==> src/rtl/router_pkt_reader.sv <==
// Destination-side packet reader for one router output port: pulls a packet out of the
// port FIFO, streams its payload, checks parity and address, counts delivered/dropped packets.
module router_pkt_reader #(
  parameter logic [1:0] PORT_ADDR = 2'b00
) (
  input  logic       clock,
  input  logic       resetn,
  input  logic       vld_out,
  input  logic [7:0] data_out,
  input  logic       soft_reset,
  input  logic [4:0] rd_delay,
  output logic       read_enb,
  output logic [7:0] byte_out,
  output logic       byte_vld,
  output logic       pkt_done,
  output logic [5:0] pkt_len,
  output logic       parity_err,
  output logic       addr_err,
  output logic [7:0] pkt_cnt,
  output logic [7:0] drop_cnt
);

  typedef enum logic [2:0] {IDLE, WAIT, HDR_RD, HDR_CAP, PAY, LAST} state_t;

  state_t     state_q, state_d;
  logic [4:0] wait_q, wait_d;
  logic [6:0] iss_q, iss_d;
  logic [6:0] rem_q, rem_d;
  logic [7:0] acc_q, acc_d;
  logic [1:0] hdr_addr_q, hdr_addr_d;
  logic       cap_pend_q, cap_pend_d;
  logic       read_enb_q, read_enb_d;
  logic [7:0] byte_out_q, byte_out_d;
  logic       byte_vld_q, byte_vld_d;
  logic       pkt_done_q, pkt_done_d;
  logic [5:0] pkt_len_q, pkt_len_d;
  logic       parity_err_q, parity_err_d;
  logic       addr_err_q, addr_err_d;
  logic [7:0] pkt_cnt_q, pkt_cnt_d;
  logic [7:0] drop_cnt_q, drop_cnt_d;
  logic [6:0] pkt_total;

  // Reads to issue after the header: payload plus the parity byte.
  assign pkt_total = {1'b0, pkt_len_q} + 7'd1;

  always_comb begin
    state_d      = state_q;
    wait_d       = wait_q;
    iss_d        = iss_q;
    rem_d        = rem_q;
    acc_d        = acc_q;
    hdr_addr_d   = hdr_addr_q;
    cap_pend_d   = read_enb_q;
    read_enb_d   = 1'b0;
    byte_out_d   = byte_out_q;
    byte_vld_d   = 1'b0;
    pkt_done_d   = 1'b0;
    pkt_len_d    = pkt_len_q;
    parity_err_d = parity_err_q;
    addr_err_d   = addr_err_q;
    pkt_cnt_d    = pkt_cnt_q;
    drop_cnt_d   = drop_cnt_q;

    case (state_q)
      IDLE: begin
        if (vld_out) begin
          wait_d  = rd_delay;
          state_d = WAIT;
        end
      end
      WAIT: begin
        if (wait_q == 5'd0) state_d = HDR_RD;
        else                wait_d  = wait_q - 5'd1;
      end
      HDR_RD: begin
        // Leave once the single header strobe has been presented to the FIFO.
        if (read_enb_q)   state_d    = HDR_CAP;
        else if (vld_out) read_enb_d = 1'b1;
      end
      HDR_CAP: begin
        pkt_len_d  = data_out[7:2];
        hdr_addr_d = data_out[1:0];
        acc_d      = data_out;
        rem_d      = {1'b0, data_out[7:2]} + 7'd1;
        read_enb_d = vld_out;
        iss_d      = {6'd0, vld_out};
        state_d    = PAY;
      end
      PAY: begin
        read_enb_d = vld_out && (iss_q < pkt_total);
        iss_d      = iss_q + {6'd0, read_enb_d};
        if (cap_pend_q) begin
          if (rem_q == 7'd1) begin
            read_enb_d   = 1'b0;
            pkt_done_d   = 1'b1;
            parity_err_d = (acc_q != data_out);
            addr_err_d   = (hdr_addr_q != PORT_ADDR);
            pkt_cnt_d    = pkt_cnt_q + 8'd1;
            state_d      = LAST;
          end else begin
            byte_out_d = data_out;
            byte_vld_d = 1'b1;
            acc_d      = acc_q ^ data_out;
            rem_d      = rem_q - 7'd1;
          end
        end
      end
      LAST:    state_d = IDLE;
      default: state_d = IDLE;
    endcase

    // An abort overrides everything, including a parity capture in the same cycle.
    if (soft_reset && (state_q != IDLE)) begin
      state_d      = IDLE;
      read_enb_d   = 1'b0;
      cap_pend_d   = 1'b0;
      byte_vld_d   = 1'b0;
      pkt_done_d   = 1'b0;
      byte_out_d   = byte_out_q;
      pkt_len_d    = pkt_len_q;
      parity_err_d = parity_err_q;
      addr_err_d   = addr_err_q;
      pkt_cnt_d    = pkt_cnt_q;
      drop_cnt_d   = (drop_cnt_q == 8'hFF) ? drop_cnt_q : drop_cnt_q + 8'd1;
    end
  end

  always_ff @(posedge clock or negedge resetn) begin
    if (!resetn) begin
      state_q      <= IDLE;
      wait_q       <= 5'd0;
      iss_q        <= 7'd0;
      rem_q        <= 7'd0;
      acc_q        <= 8'd0;
      hdr_addr_q   <= 2'd0;
      cap_pend_q   <= 1'b0;
      read_enb_q   <= 1'b0;
      byte_out_q   <= 8'd0;
      byte_vld_q   <= 1'b0;
      pkt_done_q   <= 1'b0;
      pkt_len_q    <= 6'd0;
      parity_err_q <= 1'b0;
      addr_err_q   <= 1'b0;
      pkt_cnt_q    <= 8'd0;
      drop_cnt_q   <= 8'd0;
    end else begin
      state_q      <= state_d;
      wait_q       <= wait_d;
      iss_q        <= iss_d;
      rem_q        <= rem_d;
      acc_q        <= acc_d;
      hdr_addr_q   <= hdr_addr_d;
      cap_pend_q   <= cap_pend_d;
      read_enb_q   <= read_enb_d;
      byte_out_q   <= byte_out_d;
      byte_vld_q   <= byte_vld_d;
      pkt_done_q   <= pkt_done_d;
      pkt_len_q    <= pkt_len_d;
      parity_err_q <= parity_err_d;
      addr_err_q   <= addr_err_d;
      pkt_cnt_q    <= pkt_cnt_d;
      drop_cnt_q   <= drop_cnt_d;
    end
  end

  assign read_enb   = read_enb_q;
  assign byte_out   = byte_out_q;
  assign byte_vld   = byte_vld_q;
  assign pkt_done   = pkt_done_q;
  assign pkt_len    = pkt_len_q;
  assign parity_err = parity_err_q;
  assign addr_err   = addr_err_q;
  assign pkt_cnt    = pkt_cnt_q;
  assign drop_cnt   = drop_cnt_q;

endmodule

==> config.mk <==
export PLATFORM = sky130hd
export DESIGN_NAME = router_pkt_reader
export DESIGN_NICKNAME = d
export VERILOG_FILES = /design/src/rtl/router_pkt_reader.sv
export SDC_FILE = /design/constraint.sdc
export NUM_CORES = 1
export LEC_CHECK = 0
export ABC_AREA = 1
export CAP_MARGIN = 5
export CORE_MARGIN = 2
export CORE_UTILIZATION = 48
export CTS_CLUSTER_DIAMETER = 50
export DETAILED_ROUTE_END_ITERATION = 10
export PLACE_DENSITY = 0.77
export SYNTH_ARGS = -nofsm -noshare
export SYNTH_HDL_FRONTEND = slang
export SYNTH_SLANG_ARGS = --single-unit
==> constraint.sdc <==
create_clock -name clock -period 3 [get_ports clock]
set_input_delay 0.3 -clock clock [delete_from_list [all_inputs] [get_ports clock]]
set_output_delay 0.3 -clock clock [all_outputs]
set_load 0.02 [all_outputs]
==> results of run 1 <==
## placed cells by master, fill, tap and decap left out, types with 10 or more instances in the layout
master	n
inv_1	58
ha_1	15
nor2_1	37
clkdlybuf4s50_1	50
xnor2_1	16
nand2_1	152
nand3_1	30
dfrtp_1	68
o21ai_0	26
clkbuf_8	10
o21ai_1	13
## report_power, final
part / internal (uW) / switching [uW] / leakage [uW] / total, uW
logic: 786 / 1180 / 0.00132 / 1960
registers: 1230 / 296 / 0.000869 / 1530
clock network: 483 / 314 / 0.000103 / 797
total: 2500 / 1790 / 0.00229 / 4290
## path summary, 6_finish.rpt
check | startpoint | end | slack (ns)
worst max-delay path | pkt_len[0] | iss_q[6] | 0.20
worst min-delay path | resetn | byte_vld | 0.41
worst max register to register | pkt_len[0] | iss_q[6] | 0.20
worst min register to register | wait_q[4] | wait_q[4] | 0.48
max in group asynchronous | resetn | rem_q[1] | 1.85
min in group clock | wait_q[4] | wait_q[4] | 0.48
## critical path, stage by stage (launching register included)
cell      delay (ns)
dfrtp_1         0.42
ha_1            0.21
nand3_1         0.11
nand3b_1        0.18
ha_1            0.32
nand2_1         0.09
nand3_1         0.08
nor2_1          0.09
nand2_1         0.08
inv_1           0.06
ha_1            0.17
ha_2            0.21
nand3_1         0.14
nor3_2          0.17
nand2_1         0.10
o21ai_0         0.13
o21ai_1         0.10
inv_1           0.06
## kinds of logic (layout without fill, tap and decap cells)
| family | Yosys count | in the layout | synth area share |
|---|---|---|---|
| AOI/OAI and AO/OA | 64 | 64 | 0.101 |
| xor gates and xnor gates | 25 | 25 | 0.0555 |
| adders and majority gates | 16 | 16 | 0.0507 |
| buffers and inverters | 71 | 132 | 0.0742 |
| DFF | 68 | 68 | 0.431 |
| and+or+nand+nor | 252 | 252 | 0.287 |
## state kept, by name, summed over array words and instances, names as in the netlist, 2 cells and up
name and count:
acc_q 8, wait_q 5, pkt_len 6, hdr_addr_q 2
pkt_cnt 8, drop_cnt 8, rem_q 7, state_q 3
byte_out 8, iss_q 7
## through the flow
stage | instance area, um2 | utilization
final | 4770 | 0.590
after global routing | 4770 | 0.590
after CTS | 4760 | 0.588
after detailed placement | 4540 | 0.561
after global placement | 4540 | 0.561
after floorplan | 3950 | -
## area by class of cell
| class | count | area share |
|---|---|---|
| Multi-Input combinational cell | 357 | 0.411 |
| Inverter | 63 | 0.0496 |
| Clock inverter | 2 | 0.0126 |
| Sequential cell | 68 | 0.357 |
| Clock buffer | 12 | 0.0304 |
| Timing Repair Buffer | 55 | 0.113 |
| Tap cell | 105 | 0.0275 |
## metal layers
metal	wire length, um	share of wire
met5	0	0
met3	239	0.027
met4	196	0.023
met2	4320	0.50
met1	3950	0.45
## what timing repair did
item                                    in CTS  in global routing
gates resized for setup                      0                  3
hold buffers                                 1                  0
buffers inserted                             0                  1
endpoints found under the setup margin       0                  1
hold endpoints to repair                    15                  0
==> metrics.txt, run 1 <==
status finished, final reports clean; layout cells sized above 1 0.0934; Most Crowded Layer GR met2; Synthesis Warnings 0; vias per cell 5.12; die extent in x 94.7 um; syn avg cell area 7.96 um2; TritonCTS buffer count 9; CTS tree built; post-synth cell types 34; share of the synthesized area in the top cell type 0.431; number of diodes 0; ys flop type dfrtp_1; DR pass1 iterations 5; fin crit share 0.932; area used by multi-input combinational logic 1960 um2; IO buf count 51; critical path type reg2reg; Max rail drop VDD 0.000321 V; placed cell count 646; pre-CTS setup slack 0.224 ns; CP endpoint kind flip-flop; vias in the first global route 3198; clock slew at reported path FFs 0.07 ns; Min-Delay Path Class in2async; M1 GR Usage 0.265; TNS Setup 0 ns; synthesized flop and latch total 68; Rows 33; WL/cell 13.1 um; pin count of the biggest net entering global routing 33; Vias 3387; Pwr Density 899 nW/um2; Final Wtd Congestion 0.876; Reg2Reg Depth 17; top post-synthesis cells by count 152 x nand2_1, 68 x dfrtp_1, 58 x inv_1; Sequential cell area 1700 um2; first-pass GRT wire length 14.5 mm; Max Clock Freq 358 MHz; placed wire-length estimate 6.60 mm; Initial Utilization 0.488; Final Routed Wirelength 8.70 mm; measured slew at the worst slew-check pin 0.605 ns; number of synthesized flops with an enable pin 0; Tot Pwr 4290 uW; Hold Fails Final Rpt 0; fillers 723; mapped cell area 3950 um2; Slew Limit Fails 0; area leader, netlist dfrtp_1; Slew Limit Headroom 0.596; Iter 0 DRT Violations 179; Vert. Die Dim 94.7 um; maximum fanout along the worst path 5; Period minus WS final 2.80 ns; IO Pins 52; synthesized instance count 496; syn nets 529; all-layer global routing usage 0.204; Static Leak 0.00229 uW; Clock Skew 0.00821 ns; ys async rst share 1.00; Clock Latency Late Sink 0.34 ns; M3 GR Usage 0.0303; DRC viols 0; data required time of the worst path 3.28 ns; Nets 587; worst-case clock buffer depth 2; top cells by area, synth dfrtp_1 43%, nand2_1 14%, inv_1 5.5%; fin cells 662; antenna-violating nets left 0; DIE AREA 8960 um2; antenna violations before repair 0; CTS root buf clkbuf_8; most common cell in the synthesized netlist nand2_1; Area Growth Syn to Fin 20.9%; clk sinks 68; register area share after synthesis 0.431; CP Data Arrival Time 3.08 ns; final setup fails 0; met2 Track Usage GR 0.335; WHS 0.414 ns; grt ovf 0; Max Cap Viol 0; # H-tree levels 3; post-route setup slack 0.204 ns; Worst setup SP type flip-flop; core area 8090 um2
Note: power is estimated with default switching activity, not from simulation.
==> run 2: changes to the inputs <==
Settings changed: ABC_AREA 1 to unset, MAX_ROUTING_LAYER set to met4, PLACE_DENSITY 0.77 to 0.78.
==> metrics.txt, run 2 <==
Min-Delay Path Class in2async; syn avg cell area 10.2 um2; CP endpoint kind flip-flop; Iter 0 DRT Violations 175; TritonCTS buffer count 9; combinational group share of total power 0.307; measured slew at the worst slew-check pin 0.575 ns; grt ovf 0; Rows 31; number of synthesized flops with an enable pin 0; Seq pwr share 0.459; Vert. Die Dim 91.0 um; top cells by area, synth dfrtp_1 47%, mux2_2 5.6%, ha_1 5.5%; Most Crowded Layer GR met2; Worst setup SP type flip-flop; CTS root buf clkbuf_8; ys flop type dfrtp_1; vias in the first global route 2830; fin cells 513; Hold Fails Final Rpt 0; number of diodes 0; M3 GR Usage 0.0456; clk sinks 68; critical path type reg2reg; Vias 2855; maximum fanout along the worst path 6; Final Wtd Congestion 0.766; placed wire-length estimate 5.49 mm; Clock Power Share 0.234; Clock Skew 0.0155 ns; Period minus WS final 2.67 ns; layout cells sized above 1 0.118; Slew Limit Headroom 0.614; Final Routed Wirelength 7.73 mm; synthesized instance count 355; mapped cell area 3630 um2; Post-DP Area 4240 um2; pin count of the biggest net entering global routing 26; Initial Utilization 0.498; antenna violations before repair 0; Max Clock Freq 375 MHz; placed cell count 496; Psw 988 uW; Slew Limit Fails 0; switching share of total power 0.354; fin crit share 0.889; antenna-violating nets left 0; Max Cap Viol 0; Synthesis Warnings 0; met2 Track Usage GR 0.316; TNS Setup 0 ns; Area Growth Syn to Fin 21.5%; first-pass GRT wire length 13.0 mm; worst-case clock buffer depth 2; CP Data Arrival Time 2.91 ns; Static Leak 0.00192 uW; Pwr Density 631 nW/um2; die extent in x 91.0 um; most frequent cells in the layout 68 x dfrtp_1, 50 x clkdlybuf4s50_1, 37 x a21oi_1; post-synth cell types 47; vias per cell 5.57; top post-synthesis cells by count 68 x dfrtp_1, 37 x a21oi_1, 28 x nor2_1; Max rail drop VDD 0.000292 V; DIE AREA 8280 um2; setup bufs post-CTS 0; ys async rst share 1.00; area leader, netlist dfrtp_1; M1 GR Usage 0.254; Clock Latency Late Sink 0.36 ns; all-layer global routing usage 0.203; final setup fails 0; status finished, final reports clean; register area share after synthesis 0.468; syn nets 388; RSZ-0062 raised after global routing no; cell area after layout 4410 um2; # H-tree levels 3; share of the synthesized area in the top cell type 0.468; DRC viols 0; Nets 442; IO buf count 51; DR pass1 iterations 4; most common cell in the synthesized netlist dfrtp_1; commonest non-fill, non-tap cell in the layout dfrtp_1; synthesized flop and latch total 68; IO Pins 52; Internal 1800 uW; data required time of the worst path 3.24 ns; CTS tree built; core area 7290 um2; clock slew at reported path FFs 0.08 ns; WL/cell 15.1 um
-- run 2: worst max-delay path, stage by stage (launching register included) --
cell      delay, ns
dfrtp_1        0.43
ha_1           0.24
and3_1         0.21
xnor2_1        0.14
ha_1           0.31
and4_1         0.22
nor3_2         0.16
ha_1           0.20
ha_1           0.19
nand4_1        0.16
o211ai_1       0.21
o31ai_1        0.09
-- run 2: timing repair --
action | 4_1_cts | 5_1_grt
hold buffers | 1 | 0
endpoints found under the setup margin | 0 | 1
endpoints found under the hold margin | 21 | 0
resized for setup | 0 | 1
-- run 2: final timing paths --
path	slack (ns)	endpoint	cells after the start	from
max	0.33	iss_q[6]	11	pkt_len[0]
min	0.45	rem_q[3]	2	resetn
max reg2reg	0.33	iss_q[6]	11	pkt_len[0]
min reg2reg	0.47	pkt_cnt[7]	1	pkt_cnt[7]
max in group asynchronous	1.83	pkt_cnt[2]	3	resetn
min in group clock	0.47	pkt_cnt[7]	1	pkt_cnt[7]
-- run 2: power groups by stage --
stage / sequential, uW / clock, uW / combinational, uW
3_5_place_dp: 1290 / 0 / 851
3_3_place_gp: 1280 / 0 / 820
4_1_cts: 1280 / 666 / 860
2_1_floorplan: 1320 / 0 / 505
5_1_grt: 1310 / 707 / 953
6_report: 1280 / 652 / 854
-- run 2: cell type report --
| class | count | area (um2) |
|---|---|---|
| tap | 99 | 124 |
| fill | 641 | 2880 |
| inverter | 10 | 37.5 |
| timing repair buffer | 61 | 583 |
| sequential | 68 | 1700 |
| multi-input combinational | 259 | 1810 |
| clock buffer | 11 | 131 |
| clock inverter | 5 | 28.8 |
-- run 2: logic make-up (layout without fill, tap and decap cells) --
group	Yosys count	count (layout)	synth area share
DFF	68	68	0.468
and+or+nand+nor	111	111	0.168
AOI/OAI and AO/OA	82	82	0.139
muxes	21	21	0.0641
buffers and inverters	28	87	0.0351
xor gates and xnor gates	29	29	0.0699
adders and majority gates	16	16	0.0551
-- run 2: stage by stage --
step / power [uW] / util / setup slack [ns] / hold slack, ns
3_3_place_gp: 2100 / 0.581 / 0.383 / 0.308
2_1_floorplan: 1820 / - / 0.387 / 0.00441
5_1_grt: 2970 / 0.605 / 0.0509 / 0.504
3_5_place_dp: 2140 / 0.581 / 0.263 / 0.310
6_report: 2790 / 0.605 / 0.332 / 0.445
4_1_cts: 2800 / 0.605 / 0.239 / 0.459
-- run 2: per-layer routing --
layer	wire length [um]	vias to the layer above	part of all wire
met3	328	15	0.042
met4	186	0	0.024
met5	0	-	0
met1	3490	1386	0.45
met2	3720	58	0.48
li1	-	1396	-
